### config.mk
export PLATFORM = sky130hd
export DESIGN_NAME = dmem_arbiter
export DESIGN_NICKNAME = d
export VERILOG_FILES = /design/src/rtl/dmem_arbiter.sv
export SDC_FILE = /design/constraint.sdc
export NUM_CORES = 1
export LEC_CHECK = 0
export CORE_ASPECT_RATIO = 0.75
export CORE_MARGIN = 4
export CORE_UTILIZATION = 45
export CTS_BUF_LIST = sky130_fd_sc_hd__clkbuf_4
export CTS_CLUSTER_DIAMETER = 200
export CTS_CLUSTER_SIZE = 20
export DETAILED_ROUTE_END_ITERATION = 6
export PLACE_DENSITY = 0.95
export SETUP_SLACK_MARGIN = 0.1
export SLEW_MARGIN = 15
export SYNTH_ARGS = -nofsm -noshare
export SYNTH_HDL_FRONTEND = slang
export SYNTH_SLANG_ARGS = --single-unit
export TNS_END_PERCENT = 1
### constraint.sdc
create_clock -name clk -period 4.1 [get_ports clk]
set_input_delay 0.41 -clock clk [delete_from_list [all_inputs] [get_ports clk]]
set_output_delay 0.41 -clock clk [all_outputs]
set_load 0.05 [all_outputs]
### src/rtl/dmem_arbiter.sv
// Two-port round-robin sequencer for the shared 8-bit data-memory port.
// Optional feature macro DMEM_ARB_LOCK_EN adds lock0 for atomic port-0 read-modify-write.
module dmem_arbiter #(
    parameter int unsigned MEM_LAT = 1,
    parameter logic [7:0]  CMD_RD  = 8'h01,
    parameter logic [7:0]  CMD_WR  = 8'h02
) (
    input  logic       clk,
    input  logic       rst_n,
    input  logic       req0,
    input  logic       req1,
    input  logic       we0,
    input  logic       we1,
    input  logic [7:0] addr0,
    input  logic [7:0] addr1,
    input  logic [7:0] wdata0,
    input  logic [7:0] wdata1,
`ifdef DMEM_ARB_LOCK_EN
    input  logic       lock0,
`endif
    output logic       ack0,
    output logic       ack1,
    output logic [7:0] rdata,
    output logic [7:0] cmd_memory,
    output logic [7:0] addr_memory,
    output logic [7:0] mem_wdata,
    output logic       mem_oe,
    input  logic [7:0] mem_rdata,
    output logic       busy
);

    if (MEM_LAT == 0 || MEM_LAT > 7) begin : g_bad_mem_lat
        $error("dmem_arbiter: MEM_LAT must be in 1..7");
    end

    localparam logic [2:0] LAT_LOAD = 3'(MEM_LAT - 1);

    typedef enum logic [1:0] {StIdle, StAccess, StAck} state_t;

    state_t     r_state;
    state_t     w_state_nxt;
    logic       r_we;
    logic       r_port;
    logic       r_last_grant;
    logic [2:0] r_lat_cnt;
    logic [7:0] r_addr;
    logic [7:0] r_wdata;
    logic [7:0] r_rdata;
    logic       w_grant;
    logic       w_grant_port;
    logic       w_upd_last;
    logic       w_locked;

`ifdef DMEM_ARB_LOCK_EN
    logic r_lock;

    // Lock is armed by a port-0 ack with lock0 high and consumed by the next IDLE cycle.
    always_ff @(posedge clk or negedge rst_n) begin
        if (!rst_n) begin
            r_lock <= 1'b0;
        end else if (r_state == StAck) begin
            r_lock <= lock0 & ~r_port;
        end else if (r_state == StIdle) begin
            r_lock <= 1'b0;
        end
    end

    assign w_locked = r_lock & lock0 & req0;
`else
    assign w_locked = 1'b0;
`endif

    always_comb begin
        w_state_nxt  = r_state;
        w_grant      = 1'b0;
        w_grant_port = 1'b0;
        w_upd_last   = 1'b0;
        case (r_state)
            StIdle: begin
                if (w_locked) begin
                    w_grant = 1'b1;
                end else if (req0 && req1) begin
                    w_grant      = 1'b1;
                    w_grant_port = ~r_last_grant;
                    w_upd_last   = 1'b1;
                end else if (req0 || req1) begin
                    w_grant      = 1'b1;
                    w_grant_port = req1;
                    w_upd_last   = 1'b1;
                end
                if (w_grant) begin
                    w_state_nxt = StAccess;
                end
            end
            StAccess: begin
                if (r_lat_cnt == 3'd0) begin
                    w_state_nxt = StAck;
                end
            end
            StAck:   w_state_nxt = StIdle;
            default: w_state_nxt = StIdle;
        endcase
    end

    always_ff @(posedge clk or negedge rst_n) begin
        if (!rst_n) begin
            r_state      <= StIdle;
            r_we         <= 1'b0;
            r_port       <= 1'b0;
            r_last_grant <= 1'b1;
            r_lat_cnt    <= 3'd0;
            r_addr       <= 8'h00;
            r_wdata      <= 8'h00;
            r_rdata      <= 8'h00;
        end else begin
            r_state <= w_state_nxt;
            if (w_grant) begin
                r_port    <= w_grant_port;
                r_we      <= w_grant_port ? we1 : we0;
                r_addr    <= w_grant_port ? addr1 : addr0;
                r_wdata   <= w_grant_port ? wdata1 : wdata0;
                r_lat_cnt <= LAT_LOAD;
                if (w_upd_last) begin
                    r_last_grant <= w_grant_port;
                end
            end else if (r_state == StAccess && r_lat_cnt != 3'd0) begin
                r_lat_cnt <= r_lat_cnt - 3'd1;
            end
            if (r_state == StAccess && r_lat_cnt == 3'd0 && !r_we) begin
                r_rdata <= mem_rdata;
            end
        end
    end

    always_comb begin
        cmd_memory  = 8'h00;
        addr_memory = 8'h00;
        mem_wdata   = 8'h00;
        mem_oe      = 1'b0;
        ack0        = 1'b0;
        ack1        = 1'b0;
        if (r_state == StAccess) begin
            cmd_memory  = r_we ? CMD_WR : CMD_RD;
            addr_memory = r_addr;
            if (r_we) begin
                mem_oe    = 1'b1;
                mem_wdata = r_wdata;
            end
        end
        if (r_state == StAck) begin
            ack0 = ~r_port;
            ack1 = r_port;
        end
    end

    assign rdata = r_rdata;
    assign busy  = (r_state != StIdle);

endmodule

; ---- Word level (Yosys, flattened, before mapping)
; Cells that the tools add are included.
[word_totals]
regBits = 32
latch_bits = 0
ramBits = 0
romBits = 0
inputBits = 46
out_inout_bits = 36
word_cells = 53
n_memories = 0
[classes]
add_sub_neg = 1
n_mul = 0
div = 0
magnitude_cmp = 0
n_eq_ne = 4
shift = 0
n_mux = 25
n_bitwise = 2
n_reduce_logical = 13
[ops]
columns = operator, n
row1 = 8-bit two-way mux, 5
row2 = 1-bit two-way mux, 13
row3 = 2-bit two-way mux, 4
row4 = 3-bit two-way mux, 2
row5 = 1-bit logical AND, 4
row6 = 2-bit case mux with 2 select lines, 1
row7 = 2-bit AND reduction, 2
row8 = 2-bit nonzero test, 2
row9 = 3-bit zero test, 1
row10 = 3-bit nonzero test, 1
row11 = "3-bit by 1-bit subtractor with 3-bit output, second input constant", 1
row12 = "2-bit by 1-bit equality test with 1-bit output, second input constant", 1
row13 = "2-bit equality test, second input constant", 1
row14 = 2-bit zero test, 1
row15 = "2-bit by 1-bit != test with 1-bit output, second input constant", 1
row16 = "2-bit != test, second input constant", 1
row17 = 1-bit inverter, 2
row18 = 1-bit zero test, 1
row19 = 1-bit logical OR, 1

; ---- Depth between registers and ports, before layout
; Gate-level depths: netlist of the first run.
[depth]
depth_word = 6
mapped_depth = 6
ltp_nobuf = 5

; ---- Least setup slack after synthesis of the first run
; OpenSTA, ideal clock, no wires.
[synth_timing]
path_kind = register -> output
startpoint = reg r_state[0]
endpoint = out cmd_memory[1]
arrival_ns = 1.624
required_time_ns = 3.690
setup_slack_ns = 2.066
path_stages_with_launch = 5
path_buffers = 2
path_cell_list = dfrtp_1 > nor2b_1 > clkbuf_1 > and2_1 > buf_4
[synth_via]
elab_chain_len = 2
[synth_lines]
columns = element, line
row1 = start: declaration, 40  ; state_t r_state;
row2 = start signal: assignment, 107  ; r_state <= StIdle;
row3 = start signal: assignment, 116  ; r_state <= w_state_nxt;
row4 = 2-bit by 1-bit equality test with 1-bit output, 142  ; if (r_state == StAccess) begin
row5 = 2-bit two-way mux, 142
row6 = end: declaration, 24  ; output logic [7:0] cmd_memory,
; Every way passes these cells.

; ---- Worst setup path after layout of the first run
[layout_timing]
startpoint = reg r_state[0]
endpoint = out mem_wdata[5]
[layout_via]
elab_chain_len = 2
[layout_lines]
columns = element, line
row1 = 2-bit by 1-bit equality test with 1-bit output, 142
row2 = 8-bit two-way mux, 142
row3 = end: declaration, 26  ; output logic [7:0] mem_wdata,
; Every way passes these cells.

==> metrics.log, run 1 <==
[metrics] Remaining DRCs: 0
[metrics] Ys Warns: 0
[metrics] Final Net Count: 295
[metrics] Worst Setup Path Type: reg2out
[metrics] largest voltage drop on the vdd net: 0.3685 mV
[metrics] kind of start point of the critical path: register
[metrics] cells along the critical path: nor2b_1 -> buf_4 -> and3_1 -> clkdlybuf4s50_1
[metrics] clock latency of the later-clocked register in the worst-skew pair: 0.33 ns
[metrics] diode count: 0
[metrics] number of levels in the clock H-tree: 2
[metrics] gate count of the mapped netlist: 177
[metrics] pin count of the biggest net entering global routing: 21
[metrics] endpoint class of the critical path: output port
[metrics] slowest library cell on the worst path: clkdlybuf4s50_1
[metrics] Top FF cell, synth: dfrtp_1
[metrics] Max Transition Viols Final: 0
[metrics] most common cell after layout, fill and taps aside: clkdlybuf4s50_1
[metrics] main combinational cell family by area after synthesis: compound AO/OA/AOI/OAI gates
[metrics] required time of the worst setup path: 3.69 ns
[metrics] share of the synthesized area in compound gates (AO/OA/AOI/OAI): 22.30%
[metrics] Post-Syn Area per Cell: 9.762 um^2
[metrics] Synth Area in XOR/XNOR: 0%
[metrics] first-pass GRT wire length: 7.679 mm
[metrics] simple-gate share of the synthesized area: 14.77%
[metrics] commonest non-fill, non-tap cells in the layout: 75 x clkdlybuf4s50_1, 31 x dfrtp_1, 21 x nor2_1
[metrics] setup repair after global routing missed its margin: false
[metrics] die span in x: 79.55 um
[metrics] y dimension of the die: 61.67 um
[metrics] tightest slew margin relative to the limit: 35.46%
[metrics] Area Growth Syn to Fin: 45.18%
[metrics] Resized Gates After CTS: 0
[metrics] number of violations reported at the end of detailed-routing iteration 0: 134
[metrics] number of distinct standard cells referenced by the synthesized netlist: 33
[metrics] Setup Viol. Count Final: 0
[metrics] drt first pass iters: 4
[metrics] clock skew after layout: 0.003742 ns
[metrics] fraction of registers with async set or reset after synthesis: 100.0%
[metrics] critical path fanouts, max: 13
[metrics] area of the die: 4905 um^2
[metrics] count of flip-flops with a built-in enable after synthesis: 0
[metrics] total congestion overflow after global routing: 0
[metrics] fraction of final layout cells sized beyond drive strength 1: 8.907%
[metrics] initial antenna violation count: 0
[metrics] global-route total usage across every layer: 20.61%
[metrics] clk sinks: 32
[metrics] count of pins on the block boundary: 82
[metrics] post-CTS setup repair buffer count: 0
[metrics] CTS clock-pin slew for the worst setup and hold paths: 0.09 ns
[metrics] pwr dens: 790.9 nW/um^2
[metrics] fin crit share: 71.62%
[metrics] maximum clock path buffer count: 2
[metrics] time the final worst path needs with I/O delays and setup: 2.937 ns
[metrics] initial core utilization: 46.89%
[metrics] standby leakage power: 1.090 nW
[metrics] count of buffers inserted at the top-level ports: 75
[metrics] Final Hold Vio Count: 0
[metrics] adder and majority cell fraction of the synthesized area: 1.448%
[metrics] summed negative setup slack over all endpoints: 0 ns
[metrics] via count of the first global-routing pass: 1578
[metrics] part of the Yosys area used for sequential elements: 46.42%
[metrics] Core Box Area: 3685 um^2
[metrics] path category of the worst min-delay check: in2async
[metrics] clock buffers created by TritonCTS: 5
[metrics] cell area after technology mapping: 1728 um^2
[metrics] average wire length per cell after detail routing: 16.42 um
[metrics] via density per instance: 5.334
[metrics] post-layout power: 1.984 mW
[metrics] worst slack at placement: 1.542 ns
[metrics] clock tree from TritonCTS: done
[metrics] routability congestion estimate: 0.8220
[metrics] clock root buffer: clkbuf_4
[metrics] Maximum Capacitance Violations: 0
[metrics] data arrival time at the worst-slack endpoint: 2.53 ns
[metrics] share of synthesized area spent on multiplexers: 6.951%
[metrics] post-cts hold buffer count: 0
[metrics] actual slew at the worst max-slew pin: 0.9645 ns
[metrics] total buffers and inverters traversed by the critical path: 2
[metrics] number of standard-cell rows in the floorplan: 19
[metrics] maximum frequency from static timing analysis: 340.5 MHz
[metrics] #FFs+latches synth: 32
[metrics] Top delay family on crit path: buffers and inverters
[metrics] worst setup margin: 1.163 ns
[metrics] highest cell delay on the worst timing path: 0.81 ns
[metrics] placed wire-length estimate: 3.662 mm
[metrics] total via count in the routed design: 1595
[metrics] status: finished clean
[metrics] Antenna Violating Nets Remaining: 0
[metrics] post-detailed-routing wire length: 4.909 mm
registers in the layout (all words and copies together), names as in the netlist:
| register | count |
|---|---|
| r_addr | 8 |
| r_wdata | 8 |
| rdata | 8 |
| r_lat_cnt | 3 |
| r_state | 2 |
| r_last_grant | 1 |
| r_port | 1 |
| r_we | 1 |
final timing paths:
check                      slack [ns]  cells after the start      endpoint         start
setup reg to reg                 2.20                      5      rdata[2]  r_lat_cnt[1]
hold / removal                   0.46                      1      rdata[7]         rst_n
hold reg to reg                  0.51                      2     r_addr[1]     r_addr[1]
min in group clk                 0.51                      2     r_addr[1]     r_addr[1]
setup / recovery                 1.16                      4  mem_wdata[5]    r_state[0]
max in group asynchronous        2.89                      2  r_last_grant         rst_n
where the power goes:
| group | internal (mW) | switching, mW | total [mW] | leakage, nW |
|---|---|---|---|---|
| Sequential | 0.472 | 0.103 | 0.575 | 0.390 |
| Clock | 0.0597 | 0.102 | 0.162 | 0.0261 |
| Combinational | 0.470 | 0.778 | 1.25 | 0.674 |
cell families (layout without fill, tap and decap cells):
kind of cell,after synthesis,after routing
buf+inv,24,89
flops,32,32
fa+ha+maj,2,2
simple gates,48,48
other cells,1,6
compound gates,62,62
mux,8,8
layer usage:
layer | wire, um | up-vias | global-route usage, %
met1 | 2015 | 733 | 26.56
li1 | - | 752 | -
met2 | 2307 | 98 | 33.29
met3 | 492 | 12 | 6.140
met4 | 93 | 0 | 7.843
met5 | 0 | - | 0
metrics by stage:
stage / cells / utilization, % / hold slack, ns / instance area, um^2
floorplan: 182 / - / 0.1144 / 1747
global placement: 292 / 66.86 / 0.4826 / 2464
detailed placement: 292 / 66.86 / 0.4901 / 2464
CTS: 299 / 68.08 / 0.4714 / 2509
global route: 299 / 68.08 / 0.4979 / 2509
finish: 299 / 68.08 / 0.4630 / 2509
final cells by class:
class	count	area (um^2)
Clock inverter	2	7.507
Fill cell	294	1176
Timing Repair Buffer	78	773.2
Multi-Input combinational cell	126	808.3
Sequential cell	32	802.0
Tap cell	52	65.06
Clock buffer	5	37.54
Inverter	4	15.01
cell usage after synthesis (2+ instances only):
cell type	count	area, um^2
a22o_1	2	17.52
a21oi_1	19	95.09
buf_4	9	67.56
buf_2	4	20.02
and3_1	8	50.05
o31ai_1	16	120.1
clkbuf_1	6	22.52
mux2_4	8	120.1
and2_1	9	56.30
inv_1	4	15.01
o21ai_0	18	90.09
nand2_1	2	7.510
nor2_1	21	78.83
dfrtp_1	31	775.7
ha_1	2	25.02
(Power assumes the default switching activity.)
==> inputs of run 2 (changes only) <==
Settings changed: CORE_UTILIZATION 45 to 42, PLACE_DENSITY 0.95 to 0.93.
Clock period 4.1 ns to 2.79 ns, I/O delays scaled along.
==> run 2 against run 1 <==
Against the previous run: total power is 57% higher; critical path depth down 2; die area up 6.3%; sequential power up 44%; sequential share of layout area fell by 2.4 points; final cell count up 1.0%.
==> metrics.log, run 2 (synthesis results as in run 1) <==
[metrics] Core Box Area: 3804 um^2
[metrics] tightest slew margin relative to the limit: 48.63%
[metrics] endpoint class of the critical path: output port
[metrics] drt first pass iters: 4
[metrics] status: finished clean
[metrics] average wire length per cell after detail routing: 15.09 um
[metrics] clock skew after layout: 0.005790 ns
[metrics] maximum frequency from static timing analysis: 459.8 MHz
[metrics] commonest non-fill, non-tap cells in the layout: 56 x clkdlybuf4s50_1, 31 x dfrtp_1, 21 x nor2_1
[metrics] diode count: 0
[metrics] standby leakage power: 1.196 nW
[metrics] post-cts hold buffer count: 0
[metrics] CTS clock-pin slew for the worst setup and hold paths: 0.09 ns
[metrics] global-route total usage across every layer: 18.72%
[metrics] critical path fanouts, max: 5
[metrics] post-detailed-routing wire length: 4.557 mm
[metrics] number of standard-cell rows in the floorplan: 19
[metrics] actual slew at the worst max-slew pin: 0.7704 ns
[metrics] pwr dens: 1151 nW/um^2
[metrics] clock tree from TritonCTS: done
[metrics] count of pins on the block boundary: 82
[metrics] Antenna Violating Nets Remaining: 0
[metrics] data arrival time at the worst-slack endpoint: 1.90 ns
[metrics] maximum clock path buffer count: 2
[metrics] y dimension of the die: 63.55 um
[metrics] via density per instance: 5.268
[metrics] placed wire-length estimate: 3.414 mm
[metrics] clock root buffer: clkbuf_4
[metrics] kind of start point of the critical path: register
[metrics] first-pass GRT wire length: 7.438 mm
[metrics] Maximum Capacitance Violations: 0
[metrics] Worst Setup Path Type: reg2out
[metrics] number of levels in the clock H-tree: 2
[metrics] via count of the first global-routing pass: 1573
[metrics] total congestion overflow after global routing: 0
[metrics] count of buffers inserted at the top-level ports: 75
[metrics] time the final worst path needs with I/O delays and setup: 2.175 ns
[metrics] pin count of the biggest net entering global routing: 33
[metrics] initial core utilization: 45.43%
[metrics] largest voltage drop on the vdd net: 0.6730 mV
[metrics] Final Net Count: 297
[metrics] setup repair after global routing missed its margin: false
[metrics] Max Transition Viols Final: 0
[metrics] most common cell after layout, fill and taps aside: clkdlybuf4s50_1
[metrics] post-layout power: 3.122 mW
[metrics] fraction of final layout cells sized beyond drive strength 1: 18.00%
[metrics] initial antenna violation count: 0
[metrics] Resized Gates After CTS: 0
[metrics] required time of the worst setup path: 2.51 ns
[metrics] fin crit share: 77.95%
[metrics] Final Hold Vio Count: 0
[metrics] Remaining DRCs: 0
[metrics] clk sinks: 32
[metrics] die span in x: 82.07 um
[metrics] summed negative setup slack over all endpoints: 0 ns
[metrics] path category of the worst min-delay check: in2async
[metrics] clock buffers created by TritonCTS: 5
[metrics] post-CTS setup repair buffer count: 0
[metrics] Setup Viol. Count Final: 0
[metrics] Area Growth Syn to Fin: 56.99%
[metrics] area of the die: 5215 um^2
[metrics] total via count in the routed design: 1591
[metrics] total of fill cells in the finished design: 280
[metrics] routability congestion estimate: 0.8016
[metrics] clock latency of the later-clocked register in the worst-skew pair: 0.33 ns
[metrics] number of violations reported at the end of detailed-routing iteration 0: 107
## run 2: changes by cell type in the layout (fill, tap and decap cells not counted), sizes merged
cell	previous run	this run
clkinv	2	1
clkbuf	5	7
buf	3	24
clkdlybuf4s50	75	56
## run 2: area by class of cell
| cell class | count | area [um^2] | share of cell area, % |
|---|---|---|---|
| inverter | 4 | 15.01 | 0.5535 |
| tap | 52 | 65.06 | 2.399 |
| clock buffer | 7 | 52.55 | 1.937 |
| timing repair buffer | 80 | 965.9 | 35.61 |
| sequential | 32 | 802.0 | 29.57 |
| clock inverter | 1 | 3.754 | 0.1384 |
| multi-input combinational | 126 | 808.3 | 29.80 |
## run 2: routing by layer
| metal | track usage [%] | part of all wire (%) |
|---|---|---|
| met5 | 0 | 0 |
| met4 | 7.884 | 2.0 |
| met3 | 7.835 | 11 |
| met2 | 28.13 | 47 |
| met1 | 23.39 | 40 |
## run 2: stage by stage
| step | cells | instance area (um^2) | utilization (%) | setup slack [ns] | hold WS [ns] |
|---|---|---|---|---|---|
| 5_1_grt | 302 | 2713 | 71.32 | 0.5369 | 0.3670 |
| 4_1_cts | 302 | 2713 | 71.32 | 0.6193 | 0.3398 |
| 6_report | 302 | 2713 | 71.32 | 0.6151 | 0.3359 |
| 3_3_place_gp | 294 | 2656 | 69.84 | 0.9564 | 0.4853 |
| 3_5_place_dp | 294 | 2656 | 69.84 | 0.8726 | 0.4863 |
| 2_1_floorplan | 182 | 1747 | - | 0.8873 | -0.01659 |
## run 2: power breakdown
group          internal (mW)  total (mW)  switching, mW
sequential             0.693       0.828          0.134
combinational          0.854        2.03           1.17
clock                  0.116       0.268          0.152
## run 2: path summary, 6_finish.rpt
path,from,to,slack [ns],cells after the start
max in group asynchronous,rst_n,r_last_grant,2.13,2
min in group clk,r_addr[0],r_addr[0],0.50,2
hold / removal,rst_n,r_lat_cnt[2],0.34,2
hold reg to reg,r_addr[0],r_addr[0],0.50,2
setup / recovery,r_state[0],ack0,0.62,2
setup reg to reg,r_lat_cnt[0],rdata[0],0.88,5
## run 2: worst max-delay path, cell delays in order, from the launching register on
cell and delay (ns):
dfrtp_1 0.45, nor3b_1 0.27, clkdlybuf4s50_1 0.84
==> inputs of run 3 (changes only) <==
Clock period 2.79 ns to 2.1 ns, I/O delays scaled along.
==> run 3 against run 2 <==
Against the previous run: global-route usage increased by 0.75 points; total power increased by 38%; final cell count increased by 0.66%; non-clock buffer count increased by 2; hold slack got worse by 0.061 ns; sequential share of layout area decreased by 0.43 points; largest cell class unchanged; via count increased by 0.31%; critical path depth unchanged; combinational power increased by 35%; routed wire length increased by 3.3%.
==> metrics.log, run 3 (synthesis results as in run 1) <==
[metrics] clock root buffer: clkbuf_4
[metrics] clock skew after layout: 0.004465 ns
[metrics] initial antenna violation count: 0
[metrics] Worst Reg2Reg Path Length in Cells: 5
[metrics] diode count: 0
[metrics] Remaining DRCs: 0
[metrics] minimum setup slack among reg-to-reg paths: 0.19 ns
[metrics] critical path fanouts, max: 5
[metrics] Core Box Area: 3804 um^2
[metrics] global-route total usage across every layer: 19.47%
[metrics] number of violations reported at the end of detailed-routing iteration 0: 99
[metrics] clock latency of the later-clocked register in the worst-skew pair: 0.33 ns
[metrics] y dimension of the die: 63.55 um
[metrics] maximum frequency from static timing analysis: 492.5 MHz
[metrics] drt first pass iters: 4
[metrics] clk sinks: 32
[metrics] post-detailed-routing wire length: 4.709 mm
[metrics] part of the power in combinational logic: 63.5%
[metrics] pwr dens: 1567 nW/um^2
[metrics] fraction of power consumed by sequential logic: 25.7%
[metrics] clock tree from TritonCTS: done
[metrics] Area Growth Syn to Fin: 59.30%
[metrics] highest cell delay on the worst timing path: 0.80 ns
[metrics] number of logic stages on the critical path including buffering: 2
[metrics] post-layout power: 4.314 mW
[metrics] Post-Place Cells: 296
[metrics] Non-Filler Cell Area, Final: 2753 um^2
[metrics] commonest non-fill, non-tap cells in the layout: 54 x clkdlybuf4s50_1, 31 x dfrtp_1, 21 x nor2_1
[metrics] Final Net Count: 299
[metrics] via count of the first global-routing pass: 1669
[metrics] Max Transition Viols Final: 0
[metrics] total via count in the routed design: 1596
[metrics] total of fill cells in the finished design: 291
[metrics] worst flop-to-flop path endpoint: rdata[2]
[metrics] Worst Setup Path Type: reg2out
[metrics] Antenna Violating Nets Remaining: 0
[metrics] initial core utilization: 45.43%
[metrics] count of buffers inserted at the top-level ports: 75
[metrics] via density per instance: 5.250
[metrics] Placed Instance Area: 2671 um^2
[metrics] post-CTS setup repair buffer count: 0
[metrics] clock buffers created by TritonCTS: 5
[metrics] Setup Viol. Count Final: 0
[metrics] count of pins on the block boundary: 82
[metrics] fin crit share: 96.70%
[metrics] post-cts hold buffer count: 0
[metrics] Maximum Capacitance Violations: 0
[metrics] final-layout worst hold slack: 0.2749 ns
[metrics] total congestion overflow after global routing: 0
[metrics] status: finished clean
[metrics] Resized Gates After CTS: 1
[metrics] final standard cell count with taps included and fillers excluded: 304
[metrics] internal power: 2.327 mW
[metrics] actual slew at the worst max-slew pin: 0.9949 ns
[metrics] die span in x: 82.07 um
[metrics] fraction of final layout cells sized beyond drive strength 1: 19.05%
[metrics] standby leakage power: 1.232 nW
[metrics] largest voltage drop on the vdd net: 0.8871 mV
[metrics] path category of the worst min-delay check: in2async
[metrics] first-pass GRT wire length: 7.838 mm
[metrics] average wire length per cell after detail routing: 15.49 um
[metrics] Final Hold Vio Count: 0
[metrics] number of levels in the clock H-tree: 2
[metrics] area of the die: 5215 um^2
[metrics] reg-to-reg startpoint: r_lat_cnt[0]
[metrics] Top delay family on crit path: buffers and inverters
[metrics] tightest slew margin relative to the limit: 33.43%
[metrics] kind of start point of the critical path: register
[metrics] placed wire-length estimate: 3.576 mm
[metrics] endpoint class of the critical path: output port
[metrics] routability congestion estimate: 0.8395
[metrics] cells along the critical path: and3b_2 -> clkdlybuf4s50_1
[metrics] most common cell after layout, fill and taps aside: clkdlybuf4s50_1
[metrics] required time of the worst setup path: 1.89 ns
[metrics] summed negative setup slack over all endpoints: 0 ns
[metrics] slowest library cell on the worst path: clkdlybuf4s50_1
[metrics] data arrival time at the worst-slack endpoint: 1.82 ns
[metrics] Net Sw Power: 1.988 mW
[metrics] time the final worst path needs with I/O delays and setup: 2.031 ns
[metrics] switch share: 46.07%
[metrics] number of standard-cell rows in the floorplan: 19
[metrics] total buffers and inverters traversed by the critical path: 1
[metrics] pin count of the biggest net entering global routing: 33
[metrics] Clk network pwr share: 10.8%
[metrics] setup repair after global routing missed its margin: true
[metrics] CTS clock-pin slew for the worst setup and hold paths: 0.10 ns
[metrics] maximum clock path buffer count: 2
## run 3: how the worst max path moves through the flow
stage	from	to
6_report	r_state[0]	ack1
5_1_grt	r_state[0]	ack1
4_1_cts	r_state[0]	ack1
3_5_place_dp	req0	r_lat_cnt[1]
3_3_place_gp	req0	r_lat_cnt[1]
2_1_floorplan	r_state[0]	cmd_memory[1]
## run 3: power groups by stage
stage | Clock [mW] | Sequential, mW | Combinational [mW]
5_1_grt | 0.509 | 1.15 | 2.92
2_1_floorplan | 0 | 1.33 | 1.50
6_report | 0.466 | 1.11 | 2.74
3_5_place_dp | 0 | 1.12 | 2.74
3_3_place_gp | 0 | 1.10 | 2.69
4_1_cts | 0.473 | 1.11 | 2.74
## run 3: metrics by stage
stage / utilization, % / setup slack (ns)
after floorplan: - / 0.2663
after global placement: 70.23 / 0.1651
after detailed placement: 70.23 / 0.02119
after CTS: 72.30 / 0.05427
after global routing: 72.37 / 0.0009552
final: 72.37 / 0.06938
## run 3: worst register-to-register path, stage by stage, from the launching register on
cell and delay (ns):
dfrtp_1 0.37, inv_1 0.14, ha_1 0.19, nand2b_1 0.16
or3_1 0.58, mux2_4 0.38
## run 3: routing by layer
metal	GRT usage [%]	part of all wire, %
met5	0	0
met1	24.60	42
met4	7.054	1.7
met2	30.14	46
met3	7.265	11
## run 3: area by class of cell
cell class	count	area [um^2]	area share, %
Clock buffer	5	37.54	1.364
Clock inverter	3	42.54	1.545
Inverter	4	15.01	0.5455
Multi-Input combinational cell	126	808.3	29.36
Sequential cell	32	802.0	29.14
Tap cell	52	65.06	2.364
Timing Repair Buffer	82	982.2	35.68
